**src/rtl/knap_pkg.sv**
```systemverilog
`default_nettype none
// ============================================================================
// knap_pkg : item table, default sizes and FSM encoding for knap_search
// Revision : 1.0
// ============================================================================
package knap_pkg;

  localparam int N_ITEMS_DEF = 6;
  localparam int SUM_W_DEF   = 8;

  // Index 0 is item A, index 5 is item F
  localparam int ITEM_VALUE  [N_ITEMS_DEF] = '{4, 2, 2, 1, 10, 20};
  localparam int ITEM_WEIGHT [N_ITEMS_DEF] = '{12, 1, 2, 1, 4, 1};
  localparam int ITEM_VOLUME [N_ITEMS_DEF] = '{10, 2, 1, 4, 3, 12};

  typedef enum logic [1:0] {
    ST_IDLE  = 2'd0,
    ST_RUN   = 2'd1,
    ST_DRAIN = 2'd2,
    ST_DONE  = 2'd3
  } state_e;

endpackage
`default_nettype wire

```
**src/rtl/knap_search_eval.sv**
```systemverilog
`default_nettype none
// ============================================================================
// knap_eval : combinational totals and constraint check for one item mask
// Revision  : 1.0
// ============================================================================
module knap_eval
  import knap_pkg::*;
#(
  parameter int N_ITEMS = N_ITEMS_DEF,
  parameter int SUM_W   = SUM_W_DEF
) (
  input  logic [N_ITEMS-1:0] mask,
  input  logic [SUM_W-1:0]   min_value,
  input  logic [SUM_W-1:0]   max_weight,
  input  logic [SUM_W-1:0]   max_volume,
  output logic [SUM_W-1:0]   total_value,
  output logic [SUM_W-1:0]   total_weight,
  output logic [SUM_W-1:0]   total_volume,
  output logic               ok
);

  always_comb begin
    total_value  = '0;
    total_weight = '0;
    total_volume = '0;
    for (int i = 0; i < N_ITEMS; i++) begin
      if (mask[i]) begin
        total_value  = total_value  + SUM_W'(ITEM_VALUE[i]);
        total_weight = total_weight + SUM_W'(ITEM_WEIGHT[i]);
        total_volume = total_volume + SUM_W'(ITEM_VOLUME[i]);
      end
    end
    ok = (total_value >= min_value) && (total_weight <= max_weight) &&
         (total_volume <= max_volume);
  end

endmodule
`default_nettype wire

```
**src/rtl/knap_search.sv**
```systemverilog
`default_nettype none
// ============================================================================
// knap_search : exhaustive mask enumeration with best-valid-selection tracking
// Revision    : 1.0
// ============================================================================
module knap_search
  import knap_pkg::*;
#(
  parameter int N_ITEMS = N_ITEMS_DEF,
  parameter int SUM_W   = SUM_W_DEF
) (
  input  logic               clk,
  input  logic               rst_n,
  input  logic               start,
  input  logic [SUM_W-1:0]   min_value,
  input  logic [SUM_W-1:0]   max_weight,
  input  logic [SUM_W-1:0]   max_volume,
  output logic               busy,
  output logic               done,
  output logic               found,
  output logic [N_ITEMS-1:0] best_mask,
  output logic [SUM_W-1:0]   best_value,
  output logic [N_ITEMS:0]   valid_count,
  output logic [N_ITEMS-1:0] cand_mask,
  output logic               cand_ok
);

  state_e             state_q, state_d;
  logic [N_ITEMS-1:0] counter_q, counter_d;
  logic [SUM_W-1:0]   min_value_q, min_value_d;
  logic [SUM_W-1:0]   max_weight_q, max_weight_d;
  logic [SUM_W-1:0]   max_volume_q, max_volume_d;

  logic               stage_vld_q, stage_vld_d;
  logic [N_ITEMS-1:0] stage_mask_q, stage_mask_d;
  logic [SUM_W-1:0]   stage_value_q, stage_value_d;
  logic [SUM_W-1:0]   stage_weight_q, stage_weight_d;
  logic               stage_ok_q, stage_ok_d;

  logic               found_q, found_d;
  logic [N_ITEMS-1:0] best_mask_q, best_mask_d;
  logic [SUM_W-1:0]   best_value_q, best_value_d;
  logic [SUM_W-1:0]   best_weight_q, best_weight_d;
  logic [N_ITEMS:0]   valid_count_q, valid_count_d;

  logic [SUM_W-1:0]   eval_value;
  logic [SUM_W-1:0]   eval_weight;
  logic [SUM_W-1:0]   unused_eval_volume;
  logic               eval_ok;

  knap_eval #(
    .N_ITEMS (N_ITEMS),
    .SUM_W   (SUM_W)
  ) u_eval (
    .mask         (counter_q),
    .min_value    (min_value_q),
    .max_weight   (max_weight_q),
    .max_volume   (max_volume_q),
    .total_value  (eval_value),
    .total_weight (eval_weight),
    .total_volume (unused_eval_volume),
    .ok           (eval_ok)
  );

  always_comb begin
    state_d        = state_q;
    counter_d      = counter_q;
    min_value_d    = min_value_q;
    max_weight_d   = max_weight_q;
    max_volume_d   = max_volume_q;
    stage_vld_d    = 1'b0;
    stage_mask_d   = stage_mask_q;
    stage_value_d  = stage_value_q;
    stage_weight_d = stage_weight_q;
    stage_ok_d     = stage_ok_q;
    found_d        = found_q;
    best_mask_d    = best_mask_q;
    best_value_d   = best_value_q;
    best_weight_d  = best_weight_q;
    valid_count_d  = valid_count_q;

    // Strict compares keep the earliest (lowest) mask on a full tie
    if (stage_vld_q && stage_ok_q) begin
      valid_count_d = valid_count_q + (N_ITEMS+1)'(1);
      if (!found_q || (stage_value_q > best_value_q) ||
          ((stage_value_q == best_value_q) && (stage_weight_q < best_weight_q))) begin
        found_d       = 1'b1;
        best_mask_d   = stage_mask_q;
        best_value_d  = stage_value_q;
        best_weight_d = stage_weight_q;
      end
    end

    case (state_q)
      ST_IDLE, ST_DONE: begin
        if (start) begin
          min_value_d   = min_value;
          max_weight_d  = max_weight;
          max_volume_d  = max_volume;
          found_d       = 1'b0;
          best_mask_d   = '0;
          best_value_d  = '0;
          best_weight_d = '0;
          valid_count_d = '0;
          counter_d     = '0;
          state_d       = ST_RUN;
        end
      end
      ST_RUN: begin
        stage_vld_d    = 1'b1;
        stage_mask_d   = counter_q;
        stage_value_d  = eval_value;
        stage_weight_d = eval_weight;
        stage_ok_d     = eval_ok;
        if (counter_q == '1) begin
          state_d = ST_DRAIN;
        end else begin
          counter_d = counter_q + N_ITEMS'(1);
        end
      end
      ST_DRAIN: begin
        state_d = ST_DONE;
      end
      default: begin
        state_d = ST_IDLE;
      end
    endcase
  end

  always_ff @(posedge clk) begin
    if (!rst_n) begin
      state_q        <= ST_IDLE;
      counter_q      <= '0;
      min_value_q    <= '0;
      max_weight_q   <= '0;
      max_volume_q   <= '0;
      stage_vld_q    <= 1'b0;
      stage_mask_q   <= '0;
      stage_value_q  <= '0;
      stage_weight_q <= '0;
      stage_ok_q     <= 1'b0;
      found_q        <= 1'b0;
      best_mask_q    <= '0;
      best_value_q   <= '0;
      best_weight_q  <= '0;
      valid_count_q  <= '0;
    end else begin
      state_q        <= state_d;
      counter_q      <= counter_d;
      min_value_q    <= min_value_d;
      max_weight_q   <= max_weight_d;
      max_volume_q   <= max_volume_d;
      stage_vld_q    <= stage_vld_d;
      stage_mask_q   <= stage_mask_d;
      stage_value_q  <= stage_value_d;
      stage_weight_q <= stage_weight_d;
      stage_ok_q     <= stage_ok_d;
      found_q        <= found_d;
      best_mask_q    <= best_mask_d;
      best_value_q   <= best_value_d;
      best_weight_q  <= best_weight_d;
      valid_count_q  <= valid_count_d;
    end
  end

  assign busy        = (state_q == ST_RUN) || (state_q == ST_DRAIN);
  assign done        = (state_q == ST_DONE);
  assign found       = found_q;
  assign best_mask   = best_mask_q;
  assign best_value  = best_value_q;
  assign valid_count = valid_count_q;
  assign cand_mask   = stage_mask_q;
  assign cand_ok     = stage_ok_q && busy;

endmodule
`default_nettype wire

```
**config.mk**
```make
export PLATFORM = sky130hd
export DESIGN_NAME = knap_search
export DESIGN_NICKNAME = d
export VERILOG_FILES = /design/src/rtl/knap_pkg.sv /design/src/rtl/knap_search_eval.sv /design/src/rtl/knap_search.sv
export SDC_FILE = /design/constraint.sdc
export NUM_CORES = 1
export LEC_CHECK = 0
export ABC_AREA = 1
export BUFFER_PORTS_ARGS = -buffer_cell sky130_fd_sc_hd__clkbuf_2
export CAP_MARGIN = 20
export CORE_MARGIN = 3
export CORE_UTILIZATION = 23
export DETAILED_ROUTE_END_ITERATION = 6
export SLEW_MARGIN = 20
export SYNTH_ARGS = -nofsm -noshare
export SYNTH_HDL_FRONTEND = slang
export SYNTH_SLANG_ARGS = --single-unit
```
**constraint.sdc**
```tcl
create_clock -name clk -period 5.69 [get_ports clk]
set_clock_uncertainty 0.05 [all_clocks]
set_input_delay 0.569 -clock clk [delete_from_list [all_inputs] [get_ports clk]]
set_output_delay 0.569 -clock clk [all_outputs]
set_load 0.02 [all_outputs]
```
==> Word level (Yosys, flattened, before mapping) <==
Index checks and enable logic that the tools add are counted.
{ "classes": {"n_addsub": 17, "muxes": 44, "n_reduce_logical": 15, "n_lt_le_gt_ge": 5, "eq_ne": 8} }
{ "op_table": {"columns": ["operator", "count"], "rows": [
  ["two-way mux 8 bit", 23],
  ["two-way mux 6 bit", 6],
  ["adder 8 x 1 -> 8 bit (second input constant)", 4],
  ["adder 8 x 2 -> 8 bit (second input constant)", 3],
  ["two-way mux 7 bit", 3],
  ["adder 8 x 3 -> 8 bit (second input constant)", 2],
  ["adder 8 x 4 -> 8 bit (second input constant)", 2],
  ["less-or-equal comparator 8 bit", 2],
  ["case mux 6 bit (2 select lines)", 1],
  ["adder 8 x 5 -> 8 bit (second input constant)", 1],
  ["equality test 8 bit", 1],
  ["greater-or-equal comparator 8 bit", 1],
  ["> comparator 8 bit", 1],
  ["less-than comparator 8 bit", 1],
  ["two-way mux 4 bit", 2],
  ["adder 7 x 1 -> 7 bit (second input constant)", 1],
  ["adder 6 x 1 -> 6 bit (second input constant)", 1],
  ["equality test 6 bit (second input constant)", 1],
  ["!= test 2 bit (second input constant)", 3],
  ["case mux 2 bit (3 select lines)", 1],
  ["adder 4 x 1 -> 5 bit (second input constant)", 1],
  ["adder 4 x 2 -> 5 bit (second input constant)", 1],
  ["logical AND 1 bit", 5],
  ["two-way mux 1 bit", 5],
  ["other kinds (12)", 17]
]} }
{ "totals": {"in_bits": 27, "ff_bits": 86, "elab_cells": 104, "out_inout_bits": 31} }

==> Depth between registers and ports, before layout <==
{ "depth": {"ltp_word": 14, "ltp_mapped": 20, "mapped_depth_nobuf": 20} }

==> Cells and area by module <==
Synthesis repeated with hierarchy kept, for this count alone.
{ "unflattened": {"cells_unflattened": 712, "area_unflattened_um2": 5152.4} }
{ "modules_own_cells": {"columns": ["mod", "area_each_um2", "seq_area_each_um2", "instances", "cells_per_inst"], "rows": [
  ["knap_search", 3754.9, 1721.7, 1, 501],
  ["knap_eval", 1397.6, 0.0, 1, 211]
]} }

==> Worst setup path after synthesis <==
OpenSTA, ideal clock, no wires.
{ "synth_path": {"path_type": "reg2reg", "from": "reg counter_q[1]", "to": "reg stage_ok_q", "setup_ns": 0.122, "arrival_ns": 2.809, "stages_incl_launch_ff": 19, "path_buffers": 0, "period_less_slack_ns": 2.981, "path_slack_ns": 2.709, "required_ns": 5.518, "path_cell_list": "dfxtp_1 -> inv_1 -> ha_1 -> nand2_1 -> o21ai_0 -> inv_1 -> ha_1 -> nor2_2 -> xor2_1 -> ha_1 -> nand2_1 -> nand2_1 -> ha_1 -> a21oi_1 -> nand2_1 -> nand2_1 -> nand2_1 -> nand4_1 -> a21oi_1"} }
{ "synth_between": {"elab_chain_len": 12, "elab_cells_between_ends": 32, "cone_classes": "12 x add/sub; 3 x order compare; 15 x mux; 2 x reduce/logical"} }
{ "synth_rtl": {"columns": ["element", "line", "source"], "rows": [
  ["start, declared", "knap_search.sv:29", "logic [N_ITEMS-1:0] counter_q, counter_d;"],
  ["start signal, assigned", "knap_search.sv:149", "counter_q <= counter_d;"],
  ["two-way mux 8 bit *", "knap_search_eval.sv:27", "if (mask[i]) begin"],
  ["adder 8 x 2 -> 8 bit", "knap_search_eval.sv:28", "total_value = total_value + SUM_W'(ITEM_VALUE[i]);"],
  ["two-way mux 8 bit *", "knap_search_eval.sv:27", null],
  ["adder 8 x 1 -> 8 bit", "knap_search_eval.sv:28", null],
  ["two-way mux 8 bit *", "knap_search_eval.sv:27", null],
  ["adder 8 x 4 -> 8 bit", "knap_search_eval.sv:28", null],
  ["two-way mux 8 bit *", "knap_search_eval.sv:27", null],
  ["adder 8 x 5 -> 8 bit", "knap_search_eval.sv:28", null],
  ["two-way mux 8 bit *", "knap_search_eval.sv:27", null],
  ["via eval_value[3]", "knap_search.sv:46", "logic [SUM_W-1:0] eval_value;"],
  ["greater-or-equal comparator 8 bit *", "knap_search_eval.sv:33", "ok = (total_value >= min_value) && (total_weight <= max_weight) &&"],
  ["logical AND 1 bit * (2 in series)", "knap_search_eval.sv:33", null],
  ["end signal, assigned", "knap_search.sv:157", "stage_ok_q <= stage_ok_d;"],
  ["end, declared", "knap_search.sv:38", "logic stage_ok_q, stage_ok_d;"]
]} }
The timed path passes the listed nets; every way through them passes the cells marked *.
A chain may end at the register's enable or synchronous reset.

==> Worst setup path after layout <==
Ends and elaborated chain as after synthesis.

==> impl_metrics.sql <==
INSERT INTO impl_metrics (metric_group, metric, value, unit) VALUES
('timing', 'worst_slack', '2363', 'ps'),
('timing', 'fin_setup_tns', '0', 'ps'),
('yosys', 'synth_warnings', '0', ''),
('pwr', 'power.leakage', '2.464', 'nW'),
('die', 'row_count', '51', ''),
('yosys', 'number_of_enable_flip_flop_cells_after_synthesis', '0', ''),
('clock_tree', 'clock-root-buffer', 'sky130_fd_sc_hd__clkbuf_16', ''),
('setup_path', 'criticalPathCategory', 'flop to flop', ''),
('timing', 'rsz0062_at_grt', 'false', ''),
('finish', 'layout.nets', '751', ''),
('setup_path', 'endpoint_kind', 'flop', ''),
('timing', 'tightestPinTransition', '714.1', 'ps'),
('die', 'die_width', '148.6', 'µm'),
('die', 'start_util', '23.71', '%'),
('finish', 'post-route-cell-area', '5488', 'µm²'),
('global_routing', 'grt_overflow', '0', ''),
('clock_tree', 'cts_htree_levels', '3', ''),
('finish', 'synthToLayoutAreaGrowth', '17.40', '%'),
('yosys', 'ys_seq_elements', '82', ''),
('setup_path', 'critPathSlowestCell', 'sky130_fd_sc_hd__dfxtp_1', ''),
('timing', 'fin_hold_ws', '407.4', 'ps'),
('setup_path', 'crit-reg2reg-launch', 'counter_q[1]$_SDFFE_PN0P_', ''),
('placed_design', 'finalWeightedCongestion', '0.8392', ''),
('clock_tree', 'cts_num_sinks', '82', ''),
('pwr', 'worst_ir_drop_vdd', '0.1853', 'mV'),
('placed_design', 'post_dp_cell_area', '5172', 'µm²'),
('run_status', 'run_status', 'finished clean', ''),
('timing', 'fin_crit_sh', '58.47', '%'),
('clock_tree', 'worstSkewPairLatency', '350', 'ps'),
('setup_path', 'critical-path-top-cell-by-count', 'sky130_fd_sc_hd__nand2_1', ''),
('yosys', 'synth_sequential_area_ratio', '35.12', '%'),
('global_routing', 'number_of_antenna_violations_at_the_first_check_in_global_routing', '0', ''),
('finish', 'num-fill-cells', '2113', ''),
('timing', 'final-hold-violation-count', '0', ''),
('pwr', 'power-per-cell-area', '458.9', 'nW/µm²'),
('die', 'dieArea', '22070', 'µm²'),
('setup_path', 'critical_path_required', '5910', 'ps'),
('placed_design', 'pre_cts_ws', '2359', 'ps'),
('finish', 'non_filler_cells_final', '944', ''),
('placed_design', 'io_buffers', '57', ''),
('setup_path', 'arrival', '3540', 'ps'),
('routing', 'num_vias', '3957', ''),
('clock_tree', 'cts_tree', 'built', ''),
('routing', 'total_length_of_routed_wires', '10.95', 'mm'),
('pwr', 'switching_power', '1.046', 'mW'),
('pwr', 'power.share.sequential', '32.0', '%'),
('routing', 'route.antenna.remaining_nets', '0', ''),
('timing', 'setup-violations-final', '0', ''),
('worst_hold_path', 'hold_path_class', 'flop to flop', ''),
('die', 'io-pin-count', '58', ''),
('pwr', 'power.switching_fraction', '41.55', '%'),
('global_routing', 'first_pass_grt_wire_length', '18.52', 'mm'),
('routing', 'detail_route.first_pass.iterations', '4', ''),
('yosys', 'primary_flip_flop_cell_chosen_by_synthesis_mapping', 'sky130_fd_sc_hd__dfxtp_1', ''),
('placed_design', 'dpl.cell_count', '929', ''),
('yosys', 'syn-instance-count', '628', ''),
('clock_tree', 'post-cts-setup-buffer-count', '0', ''),
('routing', 'drc', '0', ''),
('global_routing', 'grt_max_degree', '44', ''),
('die', 'die_height', '148.6', 'µm'),
('yosys', 'synth_top_area_share', '35.12', '%'),
('global_routing', 'groute.usage.overall', '10.49', '%'),
('yosys', 'nets_in_the_synthesized_netlist', '704', ''),
('die', 'core_area', '19720', 'µm²'),
('setup_path', 'critPathMaxStageDelay', '520', 'ps'),
('yosys', 'synthesis.area', '4674', 'µm²'),
('finish', 'seq_cell_area', '1642', 'µm²'),
('timing', 'final_period_minus_worst_setup_slack', '3327', 'ps'),
('global_routing', 'grt_pass1_vias', '3689', ''),
('timing', 'timing.max_slew.rel_slack', '52.39', '%'),
('setup_path', 'crit_path_cell_trace', 'inv_1 > ha_1 > nand2_1 > o21ai_0 > inv_1 > ha_1 > nor2_2 > xor2_1 > ha_1 > nand2_1 > nand2_1 > ha_1 > nand2_1 > inv_1 > nand2_1 > nand2_1 > nand2_1 > nand2_1 > nand4_1 > a21oi_1', '');
[worst max-delay path, delay by kind of cell, from the launching register on]
kind                     cells  cell delay [ps]
adder cells (fa/ha/maj)      4             1160
XOR/XNOR                     1              250
AO/OA/AOI/OAI                2              320
flip-flops                   1              520
buffers and inverters        3              270
AND/OR/NAND/NOR             10              660
[power by group through the flow]
stage	Combinational (mW)	Clock, mW	Sequential, mW
2_1_floorplan	0.861	0	0.796
3_3_place_gp	1.08	0	0.818
3_5_place_dp	1.09	0	0.820
4_1_cts	1.10	0.646	0.807
5_1_grt	1.28	0.667	0.823
6_report	1.08	0.630	0.807
[routing by layer]
metal | GRT usage, % | share of wire (%) | vias up
li1 | - | - | 2121
met1 | 14.10 | 50 | 1769
met2 | 16.69 | 45 | 55
met3 | 2.803 | 4.0 | 12
met4 | 2.771 | 1.4 | 0
met5 | 0 | 0 | -
[cell usage in the layout, fill, tap and decap left out, types with 2 or more instances in the layout]
cell type	count
sky130_fd_sc_hd__nor3_1	10
sky130_fd_sc_hd__ha_1	49
sky130_fd_sc_hd__a21o_1	2
sky130_fd_sc_hd__xnor2_1	3
sky130_fd_sc_hd__a31oi_1	3
sky130_fd_sc_hd__nor2_1	69
sky130_fd_sc_hd__a22oi_1	2
sky130_fd_sc_hd__nand2_2	3
sky130_fd_sc_hd__mux2i_1	2
sky130_fd_sc_hd__clkbuf_16	9
sky130_fd_sc_hd__a21oi_1	57
sky130_fd_sc_hd__nand2_1	95
sky130_fd_sc_hd__nor3b_1	5
sky130_fd_sc_hd__dfxtp_1	82
sky130_fd_sc_hd__clkinv_1	2
sky130_fd_sc_hd__o21ai_0	51
sky130_fd_sc_hd__buf_4	3
sky130_fd_sc_hd__o21ai_1	4
sky130_fd_sc_hd__nor2_2	8
sky130_fd_sc_hd__bufinv_16	2
sky130_fd_sc_hd__o21ai_2	2
sky130_fd_sc_hd__clkbuf_2	57
sky130_fd_sc_hd__nand3_1	17
sky130_fd_sc_hd__nand4_1	9
sky130_fd_sc_hd__inv_6	2
sky130_fd_sc_hd__inv_1	90
sky130_fd_sc_hd__inv_2	5
sky130_fd_sc_hd__xor2_1	11
sky130_fd_sc_hd__nand3b_1	9
[logic make-up after synthesis]
group	after synthesis	synth area share, %
simple gates	232	22.59
compound gates	124	14.11
buf+inv	122	11.00
flops	82	35.12
fa+ha+maj	49	13.12
xor+xnor	16	3.560
mux	2	0.4283
other cells	1	0.08022
[registers in the layout (all words and copies together) (netlist names)]
name / flops
max_weight_q: 8
stage_ok_q: 1
stage_value_q: 5
min_value_q: 8
valid_count: 7
best_mask: 6
found: 1
stage_vld_q: 1
state_q: 2
max_volume_q: 8
stage_weight_q: 7
cand_mask: 6
counter_q: 6
best_value: 8
best_weight_q: 8
[through the flow]
stage / utilization (%) / power (mW)
after floorplan: - / 1.657
after global placement: 26.23 / 1.898
after detailed placement: 26.23 / 1.912
after CTS: 27.83 / 2.552
after global routing: 27.83 / 2.774
final: 27.83 / 2.518
[worst paths after layout]
kind                              end  slack, ps  depth (start not counted)
max           stage_ok_q$_SDFFE_PN0P_       2360                         20
min reg2reg  best_value[7]$_SDFF_PN0_        410                          2
min          best_value[7]$_SDFF_PN0_        410                          2
max reg2reg   stage_ok_q$_SDFFE_PN0P_       2360                         20
[final cells by class]
cell class                 count  area share (%)
clock inverter                 6           1.642
timing repair buffer          60           5.609
multi-input combinational    424           45.90
clock buffer                   9           4.104
sequential                    82           29.91
tap                          265           6.042
inverter                      98           6.794
[Yosys cell counts (2+ instances only)]
cell type / n
sky130_fd_sc_hd__nand2_1: 95
sky130_fd_sc_hd__inv_1: 90
sky130_fd_sc_hd__dfxtp_1: 82
sky130_fd_sc_hd__nor2_1: 69
sky130_fd_sc_hd__a21oi_1: 57
sky130_fd_sc_hd__o21ai_0: 51
sky130_fd_sc_hd__ha_1: 49
sky130_fd_sc_hd__nand3_1: 17
sky130_fd_sc_hd__clkbuf_1: 12
sky130_fd_sc_hd__xor2_1: 11
sky130_fd_sc_hd__nor3_1: 10
sky130_fd_sc_hd__nand3b_1: 9
sky130_fd_sc_hd__nand4_1: 9
sky130_fd_sc_hd__nor2_2: 8
sky130_fd_sc_hd__buf_2: 5
sky130_fd_sc_hd__buf_6: 5
sky130_fd_sc_hd__inv_2: 5
sky130_fd_sc_hd__nor3b_1: 5
sky130_fd_sc_hd__o21ai_1: 4
sky130_fd_sc_hd__a31oi_1: 3
sky130_fd_sc_hd__nand2_2: 3
sky130_fd_sc_hd__xnor2_1: 3
sky130_fd_sc_hd__a21o_1: 2
sky130_fd_sc_hd__a22oi_1: 2
sky130_fd_sc_hd__buf_4: 2
sky130_fd_sc_hd__clkinv_1: 2
sky130_fd_sc_hd__mux2i_1: 2
sky130_fd_sc_hd__o21ai_2: 2
(Power assumes the default switching activity.)
